## src/rtl/bcd4_stopwatch_disp.sv

```systemverilog
// Four-digit BCD up/down stopwatch counter stepped by rising edges of a slow tick,
// with a registered, multiplexed common-anode seven-segment display scanner.
module bcd4_stopwatch_disp #(
  parameter int SCAN_DIV = 5000,
  parameter int DP_POS   = 1,
  parameter int BLANK_LZ = 0
) (
  input  logic        clk,
  input  logic        rst,
  input  logic        tick_in,
  input  logic        btn_run,
  input  logic        btn_clr,
  input  logic        up_dn,
  output logic [15:0] bcd,
  output logic        running,
  output logic        wrap,
  output logic [3:0]  an,
  output logic [6:0]  seg,
  output logic        dp
);

  localparam int            CW        = $clog2(SCAN_DIV);
  localparam logic [CW-1:0] SCAN_LAST = CW'(SCAN_DIV - 1);
  localparam logic          DP_RST    = (DP_POS == 0) ? 1'b0 : 1'b1;

  // One decimal step across all four digits; bit 16 is the carry/borrow out (wrap).
  function automatic logic [16:0] bcd_step(input logic [15:0] v, input logic up);
    logic [15:0] r;
    logic        c;
    logic [3:0]  dg;
    c = 1'b1;
    r = v;
    for (int i = 0; i < 4; i++) begin
      dg = v[4*i +: 4];
      if (!c) begin
        r[4*i +: 4] = dg;
      end else if (up) begin
        if (dg >= 4'd9) begin
          r[4*i +: 4] = 4'd0;
          c           = 1'b1;
        end else begin
          r[4*i +: 4] = dg + 4'd1;
          c           = 1'b0;
        end
      end else begin
        if (dg == 4'd0 || dg > 4'd9) begin
          r[4*i +: 4] = 4'd9;
          c           = 1'b1;
        end else begin
          r[4*i +: 4] = dg - 4'd1;
          c           = 1'b0;
        end
      end
    end
    return {c, r};
  endfunction

  function automatic logic [6:0] seg_of(input logic [3:0] d);
    case (d)
      4'd0:    seg_of = 7'b1000000;
      4'd1:    seg_of = 7'b1111001;
      4'd2:    seg_of = 7'b0100100;
      4'd3:    seg_of = 7'b0110000;
      4'd4:    seg_of = 7'b0011001;
      4'd5:    seg_of = 7'b0010010;
      4'd6:    seg_of = 7'b0000010;
      4'd7:    seg_of = 7'b1111000;
      4'd8:    seg_of = 7'b0000000;
      4'd9:    seg_of = 7'b0010000;
      default: seg_of = 7'b1111111;
    endcase
  endfunction

  logic          tick_q,    tick_d;
  logic [15:0]   bcd_q,     bcd_d;
  logic          running_q, running_d;
  logic          wrap_q,    wrap_d;
  logic [CW-1:0] scan_q,    scan_d;
  logic [1:0]    sel_q,     sel_d;
  logic [3:0]    an_q,      an_d;
  logic [6:0]    seg_q,     seg_d;
  logic          dp_q,      dp_d;
  logic          tick_rise_s;
  logic [16:0]   step_s;
  logic [3:0]    digit_s;
  logic          lz1_s, lz2_s, lz3_s, blank_s;

  // Counter control: clear beats run toggle; a step uses running as it was before any toggle.
  always_comb begin
    tick_d      = tick_in;
    tick_rise_s = tick_in & ~tick_q;
    step_s      = bcd_step(bcd_q, up_dn);
    bcd_d       = bcd_q;
    running_d   = running_q;
    wrap_d      = 1'b0;
    if (btn_clr) begin
      bcd_d     = 16'h0000;
      running_d = 1'b0;
    end else begin
      if (tick_rise_s && running_q) begin
        bcd_d  = step_s[15:0];
        wrap_d = step_s[16];
      end else begin
        bcd_d  = bcd_q;
        wrap_d = 1'b0;
      end
      running_d = btn_run ? ~running_q : running_q;
    end
  end

  // Free-running scan timer and digit select.
  always_comb begin
    scan_d = scan_q;
    sel_d  = sel_q;
    if (scan_q == SCAN_LAST) begin
      scan_d = '0;
      sel_d  = sel_q + 2'd1;
    end else begin
      scan_d = scan_q + CW'(1);
      sel_d  = sel_q;
    end
  end

  // Display decode from the current select, captured into the output registers.
  always_comb begin
    lz3_s = (bcd_q[15:12] == 4'd0);
    lz2_s = lz3_s && (bcd_q[11:8] == 4'd0);
    lz1_s = lz2_s && (bcd_q[7:4] == 4'd0);
    case (sel_q)
      2'd0:    begin digit_s = bcd_q[3:0];   blank_s = 1'b0;  end
      2'd1:    begin digit_s = bcd_q[7:4];   blank_s = lz1_s; end
      2'd2:    begin digit_s = bcd_q[11:8];  blank_s = lz2_s; end
      2'd3:    begin digit_s = bcd_q[15:12]; blank_s = lz3_s; end
      default: begin digit_s = 4'd0;         blank_s = 1'b0;  end
    endcase
    an_d = ~(4'b0001 << sel_q);
    if (BLANK_LZ != 0 && blank_s) begin
      seg_d = 7'b1111111;
    end else begin
      seg_d = seg_of(digit_s);
    end
    dp_d = ({30'd0, sel_q} == DP_POS) ? 1'b0 : 1'b1;
  end

  // State and output registers.
  always_ff @(posedge clk) begin
    if (rst) begin
      tick_q    <= 1'b0;
      bcd_q     <= 16'h0000;
      running_q <= 1'b0;
      wrap_q    <= 1'b0;
      scan_q    <= '0;
      sel_q     <= 2'd0;
      an_q      <= 4'b1110;
      seg_q     <= 7'b1000000;
      dp_q      <= DP_RST;
    end else begin
      tick_q    <= tick_d;
      bcd_q     <= bcd_d;
      running_q <= running_d;
      wrap_q    <= wrap_d;
      scan_q    <= scan_d;
      sel_q     <= sel_d;
      an_q      <= an_d;
      seg_q     <= seg_d;
      dp_q      <= dp_d;
    end
  end

  assign bcd     = bcd_q;
  assign running = running_q;
  assign wrap    = wrap_q;
  assign an      = an_q;
  assign seg     = seg_q;
  assign dp      = dp_q;

endmodule
```

## config.mk

```make
export PLATFORM = sky130hd
export DESIGN_NAME = bcd4_stopwatch_disp
export DESIGN_NICKNAME = d
export VERILOG_FILES = /design/src/rtl/bcd4_stopwatch_disp.sv
export SDC_FILE = /design/constraint.sdc
export NUM_CORES = 1
export LEC_CHECK = 0
export ABC_AREA = 1
export BUFFER_PORTS_ARGS = -buffer_cell sky130_fd_sc_hd__buf_4
export CAP_MARGIN = 30
export CORE_UTILIZATION = 58
export DETAILED_ROUTE_END_ITERATION = 10
export PLACE_DENSITY = 0.83
export SYNTH_ARGS = -nofsm -noshare
export SYNTH_HDL_FRONTEND = slang
export SYNTH_SLANG_ARGS = --single-unit
export TNS_END_PERCENT = 20
```

## constraint.sdc

```tcl
create_clock -name clk -period 2.2 [get_ports clk]
set_clock_uncertainty 0.15 [all_clocks]
set_input_delay 0.11 -clock clk [delete_from_list [all_inputs] [get_ports clk]]
set_output_delay 0.11 -clock clk [all_outputs]
set_load 0.01 [all_outputs]
```

==> summary.md, run 1 <==
| Metric | Value |
|---|---|
| Status | `complete, but fails checks` |
| Failing checks | `design-rule violations` |
| Worst setup path start | `bcd[1]` |
| # diodes | `0` |
| Critical path fanouts, max | `16` |
| Via count | `2775` |
| Max Cap Viol | `0` |
| Post-synth top area share | `0.324` |
| Fraction of layout instances using a drive strength above 1 | `0.171` |
| Area grow syn2layout | `19.0%` |
| Clock-pin slew on the worst setup and hold paths | `0.09 ns` |
| Largest net degree at the start of global routing | `18` |
| Cell Pwr Density | `486 nW/um^2` |
| WP data arrival | `2.10 ns` |
| Postcts setup bufs | `0` |
| Slew @ Worst Pin | `0.541 ns` |
| Clk root buf | `clkbuf_8` |
| Max Root-Sink Buffers | `2` |
| PortBufs | `35` |
| DIE WIDTH | `71.3 um` |
| Ys flop type | `dfxtp_1` |
| Drt wl/cell | `12.6 um` |
| Most frequent cells in the layout | `90 x nand2_1, 46 x buf_4, 44 x dfxtp_1` |
| Total gr overflow | `0` |
| Clock tree from TritonCTS | `built` |
| Slew headroom | `0.639` |
| Tmin final | `2.05 ns` |
| Asr flop ratio synth | `0` |
| Router iterations before antenna repair | `8` |
| Yosys reg bits | `45` |
| Fin. max-slew vios | `0` |
| Leak pwr | `1.47 nW` |
| Fmax | `0.488 GHz` |
| Placer congestion estimate | `0.864` |
| Crit share post-route | `0.931` |
| Min Hold Slack | `0.0803 ns` |
| Setup_tns | `0 ns` |
| DRT Wirelength | `6330 um` |
| VDD IR-drop max | `0.000486 V` |
| Starting Density | `0.622` |
| Syn Nets | `428` |
| First-pass GRT wire length | `11000 um` |
| # IOs | `36` |
| H-tree Lvls | `2` |
| Cell taking the most area after synthesis | `dfxtp_1` |
| Skew-Pair Late Insertion Delay | `0.30 ns` |
| Vias in the first global route | `2557` |
| Most common cell after layout, fill and taps aside | `nand2_1` |
| Number of synthesized flops with an enable pin | `0` |
| Startpoint Class | `flop` |
| Mapped Area | `2780 um^2` |
| Synth Instances | `400` |
| Iter 0 DRT Violations | `192` |
| Register area share after synthesis | `0.324` |
| Die ar. | `5080 um^2` |
| Critical path class | `reg2reg` |
| Worst r2r src | `bcd[1]` |
| Total Routing Usage GR | `0.269` |
| Detailed placer's ending HPWL | `4460 um` |
| # clock sinks | `45` |
| Hold path start | `up_dn` |
| Tightest Hold Check Type | `in2reg` |
| Synth Warn # | `0` |
| Worst EP required | `2.25 ns` |
| # DRC | `3` |
| Non-Filler Instances | `502` |
| Core footprint | `4470 um^2` |
| Post-synth cell types | `38` |
| Crit path capture type | `flop` |
| Final setup viols | `0` |
| Initial antenna violation count | `0` |
| Syn_area_per_cell | `6.96 um^2` |
| Die Ht | `71.3 um` |
| Leading post-synthesis cells by cell area | `dfxtp_1 32%, nand2_1 12%, ha_1 9.9%` |
| Rows | `24` |
| Via density | `5.53` |
| Fin. Hold Viols | `0` |
| Pre-CTS setup slack | `0.117 ns` |
| Dpl cells | `489` |
| RSZ-0062 raised after global routing | `false` |
| Setup ws final | `0.152 ns` |
| ANT nets after route | `0` |
| CTS buffer count | `5` |
| # nets final | `477` |
[final cells by class]
class	instances	area, um^2
sequential	45	902
inverter	48	180
clock inverter	2	37.5
tap	52	65.1
timing repair buffer	51	395
clock buffer	6	82.6
fill	361	1160
multi-input combinational	298	1650
[per-layer routing]
layer	routed length [um]	vias up	GRT usage
li1	-	1403	-
met5	0	-	0
met3	330	17	0.0717
met2	2980	96	0.454
met4	110	0	0.0800
met1	2910	1259	0.339
[worst paths after layout]
check,end,slack (ns),cells after the start
setup / recovery,bcd[8],0.15,10
hold reg to reg,scan_q[0],0.31,1
setup reg to reg,bcd[8],0.15,10
hold / removal,bcd[2],0.08,4
[report_power, final]
group          leakage, nW  internal [mW]  total (mW)  switching [mW]
logic                 1.04         0.0477       0.123          0.0750
clock network       0.0574          0.369       0.656           0.287
registers            0.364          0.824       0.832         0.00764
[per-stage QoR]
step,util,instance area [um^2],total power [mW]
finish,0.740,3310,1.61
global route,0.740,3310,1.67
detailed placement,0.701,3140,0.964
CTS,0.739,3310,1.62
floorplan,-,2780,0.930
global placement,0.701,3140,0.960
[cell usage after synthesis (3+ instances only)]
library cell and number:
nand2_1 90, dfxtp_1 45, inv_1 42, nor2_1 41, nand3_1 38, a21oi_1 26, o21ai_0 25, ha_1 22
xor2_1 7, nor3_1 6, or2_2 6, buf_2 5, inv_2 5, nand4_1 5, o21ai_1 4, nand3_2 3
nor3b_1 3, xnor2_1 3
[worst max-delay path, stage by stage (launching register included)]
cell and delay, ns:
dfxtp_1 0.41, inv_1 0.13, ha_1 0.25, a21oi_4 0.22, nor2_4 0.08, nor2_4 0.11
nand2_4 0.10, nor2_8 0.21, nand2_1 0.12, nor2_1 0.12, nor2_1 0.06
[logic make-up after synthesis]
kind of cell               after synthesis  share of synthesized area
and+or+nand+nor                        199                      0.326
xor gates and xnor gates                10                     0.0315
adders and majority gates               22                     0.0989
buffers and inverters                   57                     0.0850
DFF                                     45                      0.324
AOI/OAI and AO/OA                       67                      0.135
[sequential cells by signal, summed over array words and instances (netlist names)]
name     count
bcd         16
scan_q      13
seg          7
an           3
sel_q        2
dp           1
running      1
tick_q       1
wrap         1
[what timing repair did]
item,4_1_cts,5_1_grt
hold endpoints to repair,8,0
endpoints found under the setup margin,0,8
hold buffers,5,0
resized for setup,0,2
(Power assumes the default switching activity.)
==> run 2: changes to the inputs <==
Settings changed: CORE_ASPECT_RATIO set to 1.5.
==> run 2 against run 1 <==
Net effect: the flow now finishes without violations; routed wire length decreased by 4.2%; via count decreased by 3.1%; non-clock buffer count fell by 3; register-to-register slack improved by 0.07 ns; fmax increased by 3.4%; global-route usage shrank 1.5 points; clock power is 21% lower; combinational power barely moved; sequential cell count did not move; sequential power about the same; die area rose by 0.12%; count of clock-buffer cells in the layout is the same; critical endpoint is now seg[3]; largest power group unchanged.
==> summary.md, run 2 (synthesis gave the netlist of run 1 again) <==
| Metric | Value |
|---|---|
| Status | `finished, final reports clean` |
| Drt wl/cell | `11.9 um (-5.9%)` |
| # DRC | `0 (-3)` |
| Pre-CTS setup slack | `0.177 ns (+0.0602 ns)` |
| Die Ht | `86.8 um (+22%)` |
| PortBufs | `35 (unchanged)` |
| # clock sinks | `45 (unchanged)` |
| Crit share post-route | `0.900 (-0.0308)` |
| Fin. Hold Viols | `0 (unchanged)` |
| WP data arrival | `2.03 ns (-0.07 ns)` |
| Setup ws final | `0.220 ns (+0.0677 ns)` |
| Placement Cell Area | `3130 um^2 (-0.24%)` |
| Clock tree from TritonCTS | `built` |
| DIE WIDTH | `58.6 um (-18%)` |
| # IOs | `36 (unchanged)` |
| Max Root-Sink Buffers | `2 (unchanged)` |
| Vias in the first global route | `2476 (-3.2%)` |
| Crit path capture type | `flop` |
| Non-Filler Instances | `511 (+1.8%)` |
| # nets final | `474 (-0.63%)` |
| Final Util | `0.714 (-0.0255)` |
| Most frequent cells in the layout | `90 x nand2_1, 44 x dfxtp_1, 43 x buf_4` |
| Max reg flops | `16 (unchanged)` |
| Clock-pin slew on the worst setup and hold paths | `0.08 ns (about the same)` |
| Fraction of layout instances using a drive strength above 1 | `0.163 (-0.00780)` |
| Cell Pwr Density | `449 nW/um^2 (-7.8%)` |
| Most common cell after layout, fill and taps aside | `nand2_1` |
| Register Area | `902 um^2 (unchanged)` |
| ANT nets after route | `0 (unchanged)` |
| Router iterations before antenna repair | `4 (-4)` |
| First-pass GRT wire length | `10000 um (-8.7%)` |
| Detailed placer's ending HPWL | `4630 um (+3.6%)` |
| Design area | `3270 um^2 (-1.2%)` |
| DRT Wirelength | `6060 um (-4.2%)` |
| Die ar. | `5080 um^2 (+0.12%)` |
| Largest net degree at the start of global routing | `18 (unchanged)` |
| Rows | `30 (+25%)` |
| Worst EP required | `2.25 ns (about the same)` |
| Tmin final | `1.98 ns (-0.0677 ns)` |
| Max Cap Viol | `0 (unchanged)` |
| Leak pwr | `1.43 nW (-2.3%)` |
| Skew-Pair Late Insertion Delay | `0.31 ns (about the same)` |
| RSZ-0062 raised after global routing | `false` |
| Via count | `2690 (-3.1%)` |
| Filler instances | `390 (+8.0%)` |
| Fin. max-slew vios | `0 (unchanged)` |
| Placer congestion estimate | `0.870 (+0.73%)` |
| Startpoint Class | `flop` |
| Critical path cell sequence | `inv_1 -> ha_1 -> inv_1 -> o21ai_0 -> nor2_1 -> nor2_1 -> inv_1 -> ha_1 -> nand2_1 -> nand2_1 -> nand2_1 -> a21oi_1` |
| Via density | `5.26 (-4.8%)` |
| Critical path class | `reg2reg` |
| Tightest Hold Check Type | `in2reg` |
| Core footprint | `4580 um^2 (+2.3%)` |
| Slew headroom | `0.642 (+0.00343)` |
| Crit path max-delay cell type | `dfxtp_1` |
| Starting Density | `0.608 (-0.0143)` |
| VDD IR-drop max | `0.000530 V (+9.1%)` |
| # diodes | `0 (unchanged)` |
| Dpl cells | `498 (+1.8%)` |
| Iter 0 DRT Violations | `148 (-23%)` |
| Slew @ Worst Pin | `0.532 ns (-0.00865 ns)` |
| Fmax | `0.505 GHz (+3.4%)` |
| CTS buffer count | `5 (unchanged)` |
| Setup_tns | `0 ns (unchanged)` |
| Total gr overflow | `0 (unchanged)` |
| CP max stage delay | `0.33 ns (-0.08 ns)` |
| Area grow syn2layout | `17.6%` |
| Clk root buf | `clkbuf_8` |
| Multi-input logic area | `1650 um^2 (about the same)` |
| Final setup viols | `0 (unchanged)` |
| Initial antenna violation count | `0 (unchanged)` |
| Total Routing Usage GR | `0.255 (-0.0145)` |
| H-tree Lvls | `2 (unchanged)` |
| Critical path fanouts, max | `5 (-11)` |
[run 2: changes by cell type in the layout (fill, tap and decap cells not counted)]
cell | previous run | this run
bufinv_16 | 1 | 0
o21ai_2 | 0 | 1
clkinvlp_4 | 1 | 2
buf_4 | 46 | 43
clkbuf_8 | 6 | 5
o21ai_1 | 4 | 3
ha_1 | 21 | 22
ha_2 | 1 | 0
clkbuf_1 | 0 | 1
[run 2: power breakdown]
group	internal, mW	switching, mW
registers	0.824	0.00727
clock network	0.224	0.291
logic	0.0475	0.0736
total	1.10	0.372
[run 2: routing by layer]
layer	vias up	wire, um	global-route usage
li1	1392	-	-
met1	1247	2370	0.237
met2	41	3430	0.513
met3	10	145	0.0448
met4	0	127	0.117
met5	-	0	0
[run 2: metrics by stage]
step / total power [mW] / hold slack [ns]
floorplan: 0.930 / 0.0373
global placement: 0.960 / 0.137
detailed placement: 0.963 / 0.143
CTS: 1.48 / 0.0334
global route: 1.52 / 0.0605
finish: 1.47 / 0.0369
[run 2: worst paths after layout]
kind | from | end | slack, ns | cells past startpoint
hold reg to reg | scan_q[0] | scan_q[0] | 0.31 | 1
setup reg to reg | sel_q[0] | seg[3] | 0.22 | 12
setup / recovery | sel_q[0] | seg[3] | 0.22 | 12
hold / removal | up_dn | bcd[2] | 0.04 | 4
[run 2: worst max-delay path: cells and delay by family, from the launching register on]
family	cells	cell delay [ns]
AOI/OAI and AO/OA	2	0.21
and+or+nand+nor	5	0.35
DFF	1	0.33
adders and majority gates	2	0.51
buffers and inverters	3	0.30
[run 2: area by class of cell]
type | count | area share
multi-input combinational | 298 | 0.504
sequential | 45 | 0.276
timing repair buffer | 48 | 0.114
inverter | 48 | 0.0551
tap | 64 | 0.0245
clock buffer | 6 | 0.0222
clock inverter | 2 | 0.00459
[run 2: what timing repair did]
item,in CTS,in global routing
hold endpoints to repair,8,0
hold buffers,5,0
buffers inserted,0,0
resized for setup,0,2
endpoints found under the setup margin,0,4
==> run 3: changes to the inputs <==
Settings changed: CELL_PAD_IN_SITES_DETAIL_PLACEMENT set to 1, CELL_PAD_IN_SITES_GLOBAL_PLACEMENT set to 1, CORE_UTILIZATION 58 to 41, PLACE_DENSITY 0.83 to 0.82.
==> run 3 against run 2 <==
Net effect: power up 0.48%; die area up 40%; register-to-register slack worse by 0.05 ns; sequential power about the same; clock power about the same; count of clock-buffer cells in the layout up 1; sequential share of layout area down 0.35 points; critical path depth unchanged; global-route usage down 4.2 points; hold slack better by 0.050 ns; highest routed layer unchanged.
==> summary.md, run 3 (synthesis gave the netlist of run 1 again) <==
| Metric | Value |
|---|---|
| # IOs | `36 (unchanged)` |
| Max reg flops | `16 (unchanged)` |
| Status | `finished, final reports clean` |
| Crit path max-delay cell type | `dfxtp_1` |
| Worst path bufs/invs | `3 (unchanged)` |
| Final setup viols | `0 (unchanged)` |
| CTS buffer count | `5 (unchanged)` |
| H-tree Lvls | `2 (unchanged)` |
| Drt wl/cell | `13.8 um (+16%)` |
| Fmax | `0.493 GHz (-2.3%)` |
| DRT Wirelength | `7260 um (+20%)` |
| Fin. max-slew vios | `0 (unchanged)` |
| Via count | `2744 (+2.0%)` |
| Tightest Hold Check Type | `in2reg` |
| Postcts setup bufs | `0 (unchanged)` |
| Top delay family on crit path | `adder cells` |
| Min Hold Slack | `0.0865 ns (+0.0495 ns)` |
| CP max stage delay | `0.34 ns (about the same)` |
| Hold path cells | `4 (unchanged)` |
| Clk root buf | `clkbuf_8` |
| Worst Hold Path EP | `bcd[2]` |
| Crit share post-route | `0.921 (+0.0213)` |
| WP data arrival | `2.07 ns (+0.04 ns)` |
| Placer congestion estimate | `0.825 (-5.2%)` |
| Critical path fanouts, max | `5 (unchanged)` |
| Final Util | `0.507 (-0.207)` |
| ANT nets after route | `0 (unchanged)` |
| VDD IR-drop max | `0.000326 V (-39%)` |
| # nets final | `478 (+0.84%)` |
| First-pass GRT wire length | `12300 um (+23%)` |
| Setup_tns | `0 ns (unchanged)` |
| Critical path class | `reg2reg` |
| Clock tree from TritonCTS | `built` |
| Worst Reg-to-Reg Cells | `12 (unchanged)` |
| Max Cap Viol | `0 (unchanged)` |
| Worst r2r src | `sel_q[0]` |
| Core footprint | `6530 um^2 (+43%)` |
| Iter 0 DRT Violations | `44 (-70%)` |
| Largest net degree at the start of global routing | `18 (unchanged)` |
| Total gr overflow | `0 (unchanged)` |
| Total Routing Usage GR | `0.212 (-0.0424)` |
| Fin. Hold Viols | `0 (unchanged)` |
| Setup slack, reg-to-reg | `0.17 ns (-0.05 ns)` |
| Cell Pwr Density | `445 nW/um^2 (-0.81%)` |
| Die ar. | `7130 um^2 (+40%)` |
| DIE WIDTH | `69.3 um (+18%)` |
| Detailed placer's ending HPWL | `5470 um (+18%)` |
| Most frequent cells in the layout | `90 x nand2_1, 47 x buf_4, 44 x dfxtp_1` |
| Multi-input logic area | `1650 um^2 (about the same)` |
| # diodes | `0 (unchanged)` |
| Die Ht | `103 um (+19%)` |
| Slew @ Worst Pin | `0.573 ns (+0.0404 ns)` |
| Filler instances | `850 (+120%)` |
| Slew headroom | `0.618 (-0.0246)` |
| RR Endpoint | `seg[3]` |
| Tmin final | `2.03 ns (+0.0469 ns)` |
| Register Area | `902 um^2 (unchanged)` |
| Router iterations before antenna repair | `4 (unchanged)` |
| Via density | `5.21 (-1.1%)` |
| Rows | `36 (+20%)` |
| Skew-Pair Late Insertion Delay | `0.30 ns (about the same)` |
| Max Root-Sink Buffers | `2 (unchanged)` |
| Area grow syn2layout | `19.1%` |
| Initial antenna violation count | `0 (unchanged)` |
| Critical path cell sequence | `inv_1 -> ha_2 -> inv_1 -> o21ai_0 -> nor2_1 -> nor2_2 -> inv_1 -> ha_1 -> nand2_1 -> nand2_1 -> nand2_1 -> a21oi_1` |
| RSZ-0062 raised after global routing | `false` |
| Worst EP required | `2.24 ns (about the same)` |
| Startpoint Class | `flop` |
| Starting Density | `0.426 (-0.182)` |
| Crit path capture type | `flop` |
| Hold path start | `up_dn` |
| Fraction of layout instances using a drive strength above 1 | `0.171 (+0.00742)` |
| Leak pwr | `1.45 nW (+1.4%)` |
| # DRC | `0 (unchanged)` |
| Clock-pin slew on the worst setup and hold paths | `0.09 ns (about the same)` |
| Most common cell after layout, fill and taps aside | `nand2_1` |
| # clock sinks | `45 (unchanged)` |
| Vias in the first global route | `2836 (+15%)` |
| PortBufs | `35 (unchanged)` |
[run 3: changes by cell type in the layout (fill, tap and decap cells not counted), sizes merged]
| cell | previous run | this run |
|---|---|---|
| buf | 43 | 47 |
| clkbuf | 6 | 7 |
| clkinvlp | 2 | 1 |
[run 3: timing repair]
action | CTS | global route
hold buffers | 5 | 0
endpoints found under the setup margin | 0 | 5
hold endpoints to repair | 7 | 0
gates resized for setup | 0 | 3
[run 3: how the worst max path moves through the flow]
stage	start	end	slack (ns)	cells past startpoint
global placement	sel_q[0]	seg[3]	0.22	12
global route	sel_q[0]	seg[3]	0.01	11
finish	sel_q[0]	seg[3]	0.17	12
detailed placement	sel_q[0]	seg[3]	0.09	12
CTS	sel_q[0]	seg[3]	0.09	12
floorplan	sel_q[0]	seg[3]	0.25	11
[run 3: area by class of cell]
class                      instances  share of cell area
clock inverter                     1             0.00227
inverter                          48              0.0544
sequential                        45               0.272
timing repair buffer              52               0.122
clock buffer                       7              0.0230
tap                               76              0.0287
multi-input combinational        298               0.498
[run 3: report_power, final]
| part | leakage (nW) | switching (mW) | internal [mW] |
|---|---|---|---|
| clock network | 0.0385 | 0.292 | 0.226 |
| logic | 1.05 | 0.0771 | 0.0480 |
| registers | 0.364 | 0.00742 | 0.824 |
| total | 1.45 | 0.377 | 1.10 |
[run 3: stage by stage]
stage | std cells | worst slack [ns] | area, um^2 | total power, mW
floorplan | 400 | 0.250 | 2780 | 0.930
global placement | 514 | 0.222 | 3170 | 0.964
detailed placement | 514 | 0.0930 | 3170 | 0.968
CTS | 527 | 0.0921 | 3310 | 1.49
global route | 527 | 0.00997 | 3310 | 1.54
finish | 527 | 0.173 | 3310 | 1.47
[run 3: routing by layer]
| layer | wire length (um) | track usage | vias to the layer above |
|---|---|---|---|
| li1 | - | - | 1399 |
| met1 | 3090 | 0.229 | 1294 |
| met2 | 3910 | 0.421 | 39 |
| met3 | 130 | 0.0264 | 12 |
| met4 | 127 | 0.0785 | 0 |
| met5 | 0 | 0 | - |
[run 3: tightest hold or removal path, cell delays in order]
cell and delay [ns]:
buf_4 0.15, nor2_1 0.07, nand2_1 0.08, a31oi_1 0.08
